==> config.mk <==
export PLATFORM = sky130hd
export DESIGN_NAME = five_point_seven_serial_adder_4bit
export DESIGN_NICKNAME = d
export VERILOG_FILES = /design/src/rtl/five_point_seven_serial_adder_4bit.sv
export SDC_FILE = /design/constraint.sdc
export NUM_CORES = 1
export LEC_CHECK = 0
export BUFFER_PORTS_ARGS = -buffer_cell sky130_fd_sc_hd__buf_2
export CELL_PAD_IN_SITES_DETAIL_PLACEMENT = 1
export CELL_PAD_IN_SITES_GLOBAL_PLACEMENT = 1
export CORE_MARGIN = 5
export CORE_UTILIZATION = 37
export DETAILED_ROUTE_END_ITERATION = 10
export MAX_ROUTING_LAYER = met4
export PLACE_DENSITY_LB_ADDON = 0.3
export SLEW_MARGIN = 20
export SYNTH_ARGS = -nofsm -noshare
export SYNTH_HDL_FRONTEND = slang
export SYNTH_SLANG_ARGS = --single-unit
==> constraint.sdc <==
create_clock -name clk -period 1.4 [get_ports clk]
set_clock_uncertainty 0.1 [all_clocks]
set_input_delay 0.07 -clock clk [delete_from_list [all_inputs] [get_ports clk]]
set_output_delay 0.07 -clock clk [all_outputs]
set_load 0.02 [all_outputs]
==> src/rtl/five_point_seven_serial_adder_4bit.sv <==
// Bit-serial adder: one full-adder cell plus a carry flop, LSB first.
// Operands are captured on start; sum/cout update only when all bits are processed.
module five_point_seven_serial_adder_4bit #(
  parameter int WIDTH = 4
) (
  input  logic             clk,
  input  logic             rst,
  input  logic             start,
  input  logic [WIDTH-1:0] a,
  input  logic [WIDTH-1:0] b,
  input  logic             cin,
  output logic [WIDTH-1:0] sum,
  output logic             cout,
  output logic             busy,
  output logic             done
);

  localparam int CW = (WIDTH > 1) ? $clog2(WIDTH) : 1;
  localparam logic [CW-1:0] LAST_BIT = CW'(WIDTH - 1);

  typedef enum logic {IDLE, RUN} state_t;

  state_t           state_q, state_d;
  logic [WIDTH-1:0] a_sr_q, a_sr_d;
  logic [WIDTH-1:0] b_sr_q, b_sr_d;
  logic [WIDTH-1:0] psum_q, psum_d;
  logic [WIDTH-1:0] sum_q, sum_d;
  logic [CW-1:0]    cnt_q, cnt_d;
  logic             carry_q, carry_d;
  logic             cout_q, cout_d;
  logic             busy_q, busy_d;
  logic             done_q, done_d;

  logic             bit_s;
  logic             bit_c;
  logic [WIDTH-1:0] psum_shift;

  always_comb begin
    state_d = state_q;
    a_sr_d  = a_sr_q;
    b_sr_d  = b_sr_q;
    psum_d  = psum_q;
    sum_d   = sum_q;
    cnt_d   = cnt_q;
    carry_d = carry_q;
    cout_d  = cout_q;
    busy_d  = busy_q;
    done_d  = 1'b0;

    bit_s = a_sr_q[0] ^ b_sr_q[0] ^ carry_q;
    bit_c = (a_sr_q[0] & b_sr_q[0]) | (a_sr_q[0] & carry_q) | (b_sr_q[0] & carry_q);
    // New sum bit enters at the MSB so the first (LSB) bit ends at position 0.
    psum_shift            = psum_q >> 1;
    psum_shift[WIDTH-1]   = bit_s;

    unique case (state_q)
      IDLE: begin
        if (start) begin
          state_d = RUN;
          a_sr_d  = a;
          b_sr_d  = b;
          carry_d = cin;
          cnt_d   = '0;
          psum_d  = '0;
          busy_d  = 1'b1;
        end
      end
      RUN: begin
        carry_d = bit_c;
        psum_d  = psum_shift;
        a_sr_d  = a_sr_q >> 1;
        b_sr_d  = b_sr_q >> 1;
        cnt_d   = cnt_q + CW'(1);
        if (cnt_q == LAST_BIT) begin
          state_d = IDLE;
          sum_d   = psum_shift;
          cout_d  = bit_c;
          busy_d  = 1'b0;
          done_d  = 1'b1;
          cnt_d   = '0;
        end
      end
    endcase
  end

  always_ff @(posedge clk or posedge rst) begin
    if (rst) begin
      state_q <= IDLE;
      a_sr_q  <= '0;
      b_sr_q  <= '0;
      psum_q  <= '0;
      sum_q   <= '0;
      cnt_q   <= '0;
      carry_q <= 1'b0;
      cout_q  <= 1'b0;
      busy_q  <= 1'b0;
      done_q  <= 1'b0;
    end else begin
      state_q <= state_d;
      a_sr_q  <= a_sr_d;
      b_sr_q  <= b_sr_d;
      psum_q  <= psum_d;
      sum_q   <= sum_d;
      cnt_q   <= cnt_d;
      carry_q <= carry_d;
      cout_q  <= cout_d;
      busy_q  <= busy_d;
      done_q  <= done_d;
    end
  end

  assign sum  = sum_q;
  assign cout = cout_q;
  assign busy = busy_q;
  assign done = done_q;

endmodule

==> reports/results.ini <==
[critical_path]
path_cells=fa_1, mux2_4
r2r-end=sum[3]
startpoint=carry_q
r2r_cells=2
critical_path_arrival_ps=1500
critPathMaxFanout=2
r2r_setup_slack_ps=1
start_kind=flip-flop
cp.required_ps=1500
timing.rr.start=carry_q
max_stage_delay_ps=500
crit_slowest_cell=fa_1
critical_path_class=reg -> reg
endpoint_kind=flip-flop

[floorplan]
dieArea_um2=3760
die_w_um=61.3
start_util_pct=38.9
coreArea_um2=2500
rows=18
die_h_um=61.3
boundaryPins=19

[global_routing]
grt_overflow=0
grtUsageMet2_pct=20.7
grt_max_degree=23
busiest_layer=met2
grt_use_met3_pct=2.52
grt_pass1_wl_um=3280
grt_pass1_vias=677
grt_use_met1_pct=15.2
antenna_found_initial=0
grt_usage_pct=12.5

[timing]
slew_headroom_pct=76.4
post-route-min-period_ps=1400
fmax_mhz=715
rsz0062_at_grt=true
finalMaxSlewViolations=0
tightestPinTransition_ps=353
tns_ps=0
setup-violations-final=0
hold_viol=0
fin_crit_sh_pct=99.9
layout_setup_ws_ps=0.989

[route]
ant_nets=0
dr.pass1.iters=4
avgViaCountPerCell=4.82
vias=675
drt_iter0_markers=7
wl_um=1990
route.detailed.drc=0
wl_per_cell_um=14.2

[synth]
avgSynthCellArea_um2=12.3
synth_area_leaders=dfrtp_1, mux2i_1, mux2_4
synth-seq-cells=22
syn_area_um2=973
synthCells=79
ys_warn_count=0
synth_top_flop_cell=dfrtp_1
synth_edf_count=0
synth_cell_type_count=19
syn_nets=93
synth_commonest_cells=dfrtp_1, nand2_1, mux2i_1
yosysTopAreaCell=dfrtp_1
synth_top_area_share_pct=56.6
yosysMostFrequentCell=dfrtp_1
ys_seq_area_share_pct=56.6
synthArstFlopShare_pct=100

[worst_hold_path]
min_from=start
whs_path_depth=2
worstHoldEndpoint=psum_q[3]
min_path_type=in -> reg

[outcome]
status=completed

[finish]
drive_gt1_share_pct=29.1
final_net_count=125
area_delta_synth_final_pct=25.2
n_antenna_cell=0
fin_cells=140
fin_util_pct=48.7

[power]
seqPwrFrac_pct=44.7
pwr_density_cell_nw_per_um2=1950
peakVddDrop_mv=1.02
switchingPower_mw=0.854
fin_total_pwr_mw=2.37
clkPwrFrac_pct=14.7
switching_share_pct=36.0
power.static_leakage_nw=0.634
p_comb_share_pct=40.6
intPower_mw=1.52

[job]
max-cap-violations=0

[placement]
dpl.hpwl_um=1410
place_inst=126
post-place-ws_ps=0.829
port_buffers=18
gp_congestion=0.621

[clocking]
cts_resized=0
clk_latency_ps=300
clk_transition_reported_paths_ps=120
clock_sinks=22
cts_inserted_buffers=3
clockRootBuffer=clkbuf_4
htree_num_levels=1
cts_tree=yes
clk_path_buf_depth=2
postCtsSetupBuffers=0

-- logic make-up after synthesis --
logic type	Yosys count	share of synthesized area, %
AND/OR/NAND/NOR	19	8.87
AO/OA/AOI/OAI	14	8.10
buffers and inverters	8	6.17
multiplexers	14	17.0
flip-flops	22	56.6
adder cells (fa/ha/maj)	2	3.34
-- area by class of cell --
cell class	count	area, um2
Multi-Input combinational cell	49	363
Timing Repair Buffer	32	220
Tap cell	30	37.5
Inverter	3	11.3
Clock buffer	4	36.3
Sequential cell	22	551
Fill cell	276	1280
-- metal layers --
layer  vias to the layer above  wire [um]
met5                         -          0
met4                         0         13
met3                         2        108
met2                        13       1010
met1                       335        864
li1                        325          -
-- power by group through the flow --
stage          registers [mW]  clock network [mW]  logic [mW]
2_1_floorplan            1.13                   0       0.623
6_report                 1.06               0.349       0.963
3_3_place_gp             1.06                   0       0.915
4_1_cts                  1.07               0.368       0.985
3_5_place_dp             1.08                   0       0.957
5_1_grt                  1.09               0.399        1.07
-- metrics by stage --
stage | cell area (um2) | hold slack, ps
after CTS | 1220 | 101
after floorplan | 973 | -40.8
final | 1220 | 110
after detailed placement | 1080 | 28.2
after global placement | 1080 | 17.4
after global routing | 1220 | 93.7
-- critical path: cells and delay by family (launching register included) --
family / cells / cell delay, ps
mux: 1 / 280
flops: 1 / 420
fa+ha+maj: 1 / 500
-- registers in the layout, summed over array words and instances, names as in the netlist --
name,count
done,1
busy,1
cout,1
b_sr_q,4
psum_q,3
cnt_q,2
a_sr_q,4
sum,4
carry_q,1
state_q,1
-- how the worst max path moves through the flow --
stage                  end  slack, ps  cells past startpoint
global placement    sum[3]         40                      2
CTS                 sum[3]         -8                      2
floorplan           sum[3]         50                      2
finish              sum[3]          1                      2
global route        sum[3]        -40                      2
detailed placement  sum[3]        0.8                      2
-- cells in the final DEF, fill, tap and decap left out --
cell type	Yosys	routed
buf_2	2	18
o21ai_0	6	6
nand2_4	1	1
inv_1	3	3
mux2_4	5	5
a21oi_1	1	1
nor2_1	5	5
nand2_1	10	10
clkbuf_4	0	3
mux2i_1	9	9
nand2b_1	3	3
a22o_1	2	2
clkbuf_8	0	1
o21ai_1	4	4
dfrtp_1	22	22
o22ai_1	1	1
dlygate4sd3_1	0	10
fa_1	1	1
ha_1	1	1
buf_4	1	4
-- timing repair --
action | CTS | global route
endpoints found under the setup margin | 1 | 1
hold buffers | 10 | 0
pin swaps | 1 | 0
endpoints found under the hold margin | 31 | 0
No activity file was read; power rests on OpenSTA's default activity.
